$ cat config.mk
export PLATFORM = sky130hd
export DESIGN_NAME = mdu_sequencer
export DESIGN_NICKNAME = d
export VERILOG_FILES = /design/src/rtl/mdu_pkg.sv /design/src/rtl/mdu_divider.sv /design/src/rtl/mdu_sequencer.sv
export SDC_FILE = /design/constraint.sdc
export NUM_CORES = 2
export LEC_CHECK = 0
export CORE_ASPECT_RATIO = 2
export CORE_MARGIN = 3
export CORE_UTILIZATION = 50
export CTS_CLUSTER_SIZE = 24
export DETAILED_ROUTE_END_ITERATION = 10
export PLACE_DENSITY_LB_ADDON = 0.2
export SYNTH_ARGS = -nofsm -noshare
export SYNTH_HDL_FRONTEND = slang
export SYNTH_SLANG_ARGS = --single-unit
$ cat constraint.sdc
create_clock -name clk -period 13.2 [get_ports clk]
set_clock_uncertainty 0.1 [all_clocks]
set_input_delay 2.64 -clock clk [delete_from_list [all_inputs] [get_ports clk]]
set_output_delay 2.64 -clock clk [all_outputs]
set_load 0.005 [all_outputs]
$ cat src/rtl/mdu_pkg.sv
// Shared types and helpers for the multiply/divide sequencer.
// Op encoding, FSM states and the behavioural 32x32 product.
package mdu_pkg;

  typedef enum logic [3:0] {
    OP_NONE  = 4'd0,
    OP_MULT  = 4'd1,
    OP_MULTU = 4'd2,
    OP_DIV   = 4'd3,
    OP_DIVU  = 4'd4,
    OP_MADD  = 4'd5,
    OP_MADDU = 4'd6,
    OP_MSUB  = 4'd7,
    OP_MSUBU = 4'd8
  } mdu_op_t;

  typedef enum logic [1:0] {
    IDLE = 2'd0,
    MUL  = 2'd1,
    DIV  = 2'd2,
    DONE = 2'd3
  } mdu_state_t;

  localparam int DIV_ITER = 32;

  function automatic logic is_signed_op(
    input mdu_op_t op
  );
    return op inside {OP_MULT, OP_DIV,
                      OP_MADD, OP_MSUB};
  endfunction

  function automatic logic is_mul_op(
    input mdu_op_t op
  );
    return op inside {OP_MULT, OP_MULTU,
                      OP_MADD, OP_MADDU,
                      OP_MSUB, OP_MSUBU};
  endfunction

  function automatic logic is_div_op(
    input mdu_op_t op
  );
    return op inside {OP_DIV, OP_DIVU};
  endfunction

  function automatic logic is_acc_op(
    input mdu_op_t op
  );
    return op inside {OP_MADD, OP_MADDU,
                      OP_MSUB, OP_MSUBU};
  endfunction

  function automatic logic is_sub_op(
    input mdu_op_t op
  );
    return op inside {OP_MSUB, OP_MSUBU};
  endfunction

  // Low 64 bits of the extended product equal the
  // exact signed or unsigned 64-bit result.
  function automatic logic [63:0] mul64(
    input logic [31:0] a,
    input logic [31:0] b,
    input logic        sgn
  );
    logic [63:0] xa;
    logic [63:0] xb;
    xa = sgn ? {{32{a[31]}}, a} : {32'h0, a};
    xb = sgn ? {{32{b[31]}}, b} : {32'h0, b};
    return xa * xb;
  endfunction

endpackage

$ cat src/rtl/mdu_divider.sv
// Unsigned 32-bit restoring divider, one quotient bit per cycle.
// quotient/remainder show the post-iteration value while done=1.
module mdu_divider
  import mdu_pkg::*;
(
  input  logic        clk,
  input  logic        rst,
  input  logic        start,
  input  logic        abort,
  input  logic [31:0] dividend,
  input  logic [31:0] divisor,
  output logic        done,
  output logic [31:0] quotient,
  output logic [31:0] remainder
);

  logic        busy;
  logic [4:0]  cnt;
  logic [31:0] q;
  logic [31:0] r;
  logic [31:0] d;
  logic [32:0] sh;
  logic [32:0] diff;
  logic        fits;

  assign sh        = {r, q[31]};
  assign diff      = sh - {1'b0, d};
  assign fits      = ~diff[32];
  assign quotient  = {q[30:0], fits};
  assign remainder = fits ? diff[31:0] : sh[31:0];
  assign done      = busy & (cnt == 5'(DIV_ITER - 1));

  always_ff @(posedge clk or posedge rst) begin
    if (rst) begin
      busy <= 1'b0;
      cnt  <= '0;
      q    <= '0;
      r    <= '0;
      d    <= '0;
    end else if (abort) begin
      busy <= 1'b0;
    end else if (start) begin
      busy <= 1'b1;
      cnt  <= '0;
      q    <= dividend;
      r    <= '0;
      d    <= divisor;
    end else if (busy) begin
      q   <= quotient;
      r   <= remainder;
      cnt <= cnt + 5'd1;
      if (done)
        busy <= 1'b0;
    end
  end

endmodule

$ cat src/rtl/mdu_sequencer.sv
// EXE-stage multiply/divide sequencer with HI/LO result hold.
// Define MDU_MADD_EN to execute MADD/MADDU/MSUB/MSUBU.
module mdu_sequencer
  import mdu_pkg::*;
#(
  parameter int MUL_LATENCY = 2
) (
  input  logic        clk,
  input  logic        rst,
  input  logic        EXE_Start,
  input  mdu_op_t     EXE_Op,
  input  logic [31:0] EXE_Rs,
  input  logic [31:0] EXE_Rt,
  input  logic [31:0] HI_In,
  input  logic [31:0] LO_In,
  input  logic        EXE_Wr,
  input  logic        Flush_Exception,
  output logic        DIVMULTBusy,
  output logic        MDU_Valid,
  output logic [31:0] HI_Out,
  output logic [31:0] LO_Out
);

  mdu_state_t  state;
  logic [4:0]  cnt;
  logic        neg_q;
  logic        neg_r;
  logic [31:0] hi_q;
  logic [31:0] lo_q;

  logic        op_ok;
  logic        start;
  logic        sgn_in;
  logic        mul_in;
  logic        div_go;
  logic [31:0] div_a;
  logic [31:0] div_b;
  logic        div_done;
  logic [31:0] div_q;
  logic [31:0] div_r;
  logic [31:0] div_lo;
  logic [31:0] div_hi;
  logic [63:0] mul_res;
  logic [63:0] mul_final;
  logic [63:0] pipe [MUL_LATENCY];

  assign sgn_in = is_signed_op(EXE_Op);
  assign mul_in = is_mul_op(EXE_Op);

`ifdef MDU_MADD_EN
  assign op_ok = mul_in | is_div_op(EXE_Op);
`else
  assign op_ok = (mul_in & ~is_acc_op(EXE_Op))
               | is_div_op(EXE_Op);
`endif

  assign start = (state == IDLE) & EXE_Start
               & op_ok & ~Flush_Exception;

  assign DIVMULTBusy = start
                     | (state == MUL)
                     | (state == DIV);
  assign MDU_Valid = (state == DONE)
                   & ~Flush_Exception;
  assign HI_Out = hi_q;
  assign LO_Out = lo_q;

  // Product pipeline: stage 0 captures the start cycle.
  always_ff @(posedge clk or posedge rst) begin
    if (rst) begin
      for (int i = 0; i < MUL_LATENCY; i++)
        pipe[i] <= '0;
    end else begin
      if (start && mul_in)
        pipe[0] <= mul64(EXE_Rs, EXE_Rt, sgn_in);
      for (int i = 1; i < MUL_LATENCY; i++)
        pipe[i] <= pipe[i-1];
    end
  end

  assign mul_res = pipe[MUL_LATENCY-1];

`ifdef MDU_MADD_EN
  mdu_op_t     op_q;
  logic [63:0] acc_q;

  always_ff @(posedge clk or posedge rst) begin
    if (rst) begin
      op_q  <= OP_NONE;
      acc_q <= '0;
    end else if (start) begin
      op_q  <= EXE_Op;
      acc_q <= {HI_In, LO_In};
    end
  end

  always_comb begin
    mul_final = mul_res;
    if (is_acc_op(op_q))
      mul_final = is_sub_op(op_q)
                ? acc_q - mul_res
                : acc_q + mul_res;
  end
`else
  logic unused_acc;
  assign unused_acc = ^{HI_In, LO_In};
  assign mul_final  = mul_res;
`endif

  // Divider runs on magnitudes; signs are restored here.
  assign div_go = start & is_div_op(EXE_Op)
                & (EXE_Rt != '0);
  assign div_a  = (sgn_in && EXE_Rs[31])
                ? -EXE_Rs : EXE_Rs;
  assign div_b  = (sgn_in && EXE_Rt[31])
                ? -EXE_Rt : EXE_Rt;
  assign div_lo = neg_q ? -div_q : div_q;
  assign div_hi = neg_r ? -div_r : div_r;

  mdu_divider u_div (
    .clk       (clk),
    .rst       (rst),
    .start     (div_go),
    .abort     (Flush_Exception),
    .dividend  (div_a),
    .divisor   (div_b),
    .done      (div_done),
    .quotient  (div_q),
    .remainder (div_r)
  );

  always_ff @(posedge clk or posedge rst) begin
    if (rst) begin
      state <= IDLE;
      cnt   <= '0;
      neg_q <= 1'b0;
      neg_r <= 1'b0;
      hi_q  <= '0;
      lo_q  <= '0;
    end else begin
      unique case (state)
        IDLE: begin
          if (start) begin
            neg_q <= sgn_in
                   & (EXE_Rs[31] ^ EXE_Rt[31]);
            neg_r <= sgn_in & EXE_Rs[31];
            if (mul_in) begin
              state <= MUL;
              cnt   <= 5'(MUL_LATENCY - 1);
            end else if (EXE_Rt == '0) begin
              state <= DONE;
              hi_q  <= EXE_Rs;
              lo_q  <= '1;
            end else begin
              state <= DIV;
              cnt   <= 5'(DIV_ITER - 1);
            end
          end
        end
        MUL: begin
          if (Flush_Exception) begin
            state <= IDLE;
          end else if (cnt == '0) begin
            state        <= DONE;
            {hi_q, lo_q} <= mul_final;
          end else begin
            cnt <= cnt - 5'd1;
          end
        end
        DIV: begin
          if (Flush_Exception) begin
            state <= IDLE;
          end else if (div_done) begin
            state <= DONE;
            hi_q  <= div_hi;
            lo_q  <= div_lo;
            cnt   <= '0;
          end else begin
            cnt <= cnt - 5'd1;
          end
        end
        DONE: begin
          if (Flush_Exception || EXE_Wr)
            state <= IDLE;
        end
        default: state <= IDLE;
      endcase
    end
  end

endmodule

==> results by group <==
Status
  – Status: complete, but fails checks
  – Failing checks: max-capacitance violations, max-slew violations

Routing
  – DR WL/cell: 26.8 um
  – Total number of vias: 49,600
  – Number of vias per cell: 5.74
  – 1st-pass router iterations: 8
  – DRC viols: 0
  – Final WL: 231 mm
  – Iteration-0 DRC Markers: 3,502
  – Post-route ant nets: 0

Floorplanning
  – Die Span Y: 515 um
  – Ports: 203
  – Initial Utilization: 0.504
  – Row Count: 186
  – Core area: 128,000 um2
  – Die W: 260 um
  – Die ar.: 134,000 um2

Synth
  – Post-Syn Area: 64,700 um2
  – Most used DFF post-synth: dfrtp_1
  – Synth unique cells: 96
  – Yosys top cell area share: 0.442
  – Syn nets: 8,898
  – Synth area leader: fa_1
  – Ys Warns: 0
  – Post-synth top cells: inv_1 (1,560), fa_1 (1,428), nand2_1 (898)
  – Register area share after synthesis: 0.117
  – Mapped Cells: 6,981
  – Leading post-synthesis cells by cell area: fa_1 (44%), dfrtp_1 (12%), inv_1 (9.0%), ha_1 (6.8%), nand2_1 (5.2%)
  – Post-synth EDFFs: 0
  – Avg Cell Area, Syn: 9.27 um2
  – Flops & latches, synth: 303
  – Count leader, synth: inv_1
  – Asr flop ratio synth: 1.00

Clock tree
  – Cts bufs inserted: 28
  – Setup Fix Bufs, Post-CTS: 0
  – Root Driver: clkbuf_16
  – CTS tree: yes
  – Sink Count: 303
  – Clk pin slew, worst setup/hold paths: 0.07 ns
  – CTS resizes: 0
  – Hold buffers post-CTS: 0
  – H-tree depth: 1
  – Skew-Pair Late Insertion Delay: 0.60 ns
  – CTS Buffer Depth: 3

Worst setup path
  – Worst Reg-to-Reg Cells: 24
  – Critical R2R Launch: u_div.q[31]
  – R2R Setup Slk: 5.71 ns
  – Critical path buffers and inverters: 10
  – Setup CP Type: input port to register
  – Worst setup SP type: input port
  – Slowest stage delay, CP: 0.60 ns
  – Top cell family by delay on the critical path: adder cells
  – CP arrival: 12.98 ns
  – Cell mode on critical path: fa_1
  – Setup crit end kind: register
  – Worst flop-to-flop path endpoint: HI_Out[20]
  – Worst Path Required: 13.57 ns
  – Max FO, Critical Path: 9
  – Crit path max-delay cell type: fa_1

Timing
  – Min Tclk post-route: 12.61 ns
  – Tcrit/Tclk final: 0.955
  – Setup TNS: 0 ns
  – Final hold vios: 0
  – Fmax: 79.3 MHz
  – Worst slew pin tran: 1.50 ns
  – Setup Viol. Count Final: 0
  – Pins Over Slew Limit: 21
  – Slew margin rel.: -0.00341
  – RSZ-0062 raised after global routing: no

Global route
  – Grt total ovfl: 0
  – Total Routing Usage GR: 0.356
  – First-pass GRT wire length: 343 mm
  – Pin count of the biggest net entering global routing: 135
  – Initial antenna violation count: 19
  – Vias in the first global route: 55,600

Placed design
  – HPWL after DPL: 189 mm
  – Port bufs: 138
  – Routability Congestion: 1.03

Flow run
  – Max-Cap Viols: 1

Hold path
  – HP Class: register to register
  – Worst hold start: pipe[110]
  – Hold EP: mul_final[46]
  – Hold path depth: 0

Final layout
  – Register area: 7580 um2
  – Net count, final: 8,835
  – Layout cells sized above 1: 0.0439
  – Fill cell total of the finished layout: 12,000
  – Synth-to-layout area growth: 6.76%
  – Footprint of the multi-input gates: 49,900 um2
==> final cells by class <==
cell class              count  share of cell area
clock inverters            18             0.00429
diodes                      8            0.000290
inverters                1562              0.0850
clock buffers              34              0.0112
flip-flops and latches    303               0.110
well taps                1692              0.0306
multi-input cells        4727               0.721
repair buffers            296              0.0375
==> registers in the layout, summed over array words and instances (netlist names) <==
signal and cells:
mul_final 64, pipe 64, HI_Out 32, LO_Out 32, u_div.d 32, u_div.q 32, u_div.r 32, cnt 5
u_div.cnt 5, state 2, neg_q 1, neg_r 1, u_div.busy 1
==> cell usage in the layout, fill, tap and decap left out, types with 40 or more instances in the layout <==
| cell type | count |
|---|---|
| inv_1 | 1559 |
| nor3_1 | 46 |
| nor2_1 | 209 |
| a21oi_1 | 163 |
| o21ai_0 | 253 |
| xnor2_1 | 165 |
| nand2_1 | 898 |
| ha_1 | 349 |
| xor2_1 | 88 |
| a211oi_1 | 40 |
| buf_4 | 144 |
| fa_1 | 1428 |
| dfrtp_1 | 303 |
| mux2i_1 | 49 |
| and2_1 | 507 |
| o31ai_1 | 42 |
| clkdlybuf4s50_1 | 108 |
==> worst max-delay path by stage <==
stage                     startpoint   endpoint  slack (ns)  cells after the start
after floorplan            EXE_Op[0]  pipe[125]        1.39                     29
after global placement     EXE_Op[0]  pipe[127]        0.25                     31
after detailed placement   EXE_Op[0]  pipe[125]        0.10                     34
after CTS                  EXE_Op[0]  pipe[125]        0.72                     34
after global routing       EXE_Op[0]  pipe[125]        0.03                     34
final                      EXE_Op[0]  pipe[125]        0.59                     34
==> logic make-up after synthesis <==
kind of cell	count (synthesis)	synth area share
AND/OR/NAND/NOR	1869	0.139
XOR/XNOR	253	0.0342
adder cells (fa/ha/maj)	1780	0.510
multiplexers	55	0.00862
AO/OA/AOI/OAI	770	0.0778
buffers and inverters	1951	0.114
flip-flops	303	0.117
==> through the flow <==
stage | hold WS (ns) | instances | utilization | cell area [um2] | setup slack (ns)
global placement | 0.257 | 8580 | 0.529 | 68000 | 0.251
CTS | 0.267 | 8632 | 0.538 | 69100 | 0.717
detailed placement | 0.262 | 8580 | 0.529 | 68000 | 0.102
floorplan | 0.249 | 6981 | - | 64700 | 1.39
global route | 0.285 | 8632 | 0.538 | 69100 | 0.0325
finish | 0.265 | 8640 | 0.538 | 69100 | 0.593
==> per-layer routing <==
layer,up-vias,part of all wire,global-route usage
met2,2147,0.52,0.646
li1,20800,-,-
met4,6,0.14,0.372
met3,1105,0.059,0.0541
met1,25500,0.28,0.321
met5,-,0.00017,0
==> worst register-to-register path: cells and delay by family, from the launching register on <==
family | cells | cell delay, ns
fa+ha+maj | 3 | 0.81
compound gates | 9 | 3.13
xor+xnor | 1 | 0.19
simple gates | 6 | 1.90
flops | 1 | 0.43
buf+inv | 5 | 0.80
Power is left out: the tool's default activity adds up to more than one toggle a clock period on the data nets, which glitch-free logic cannot reach.
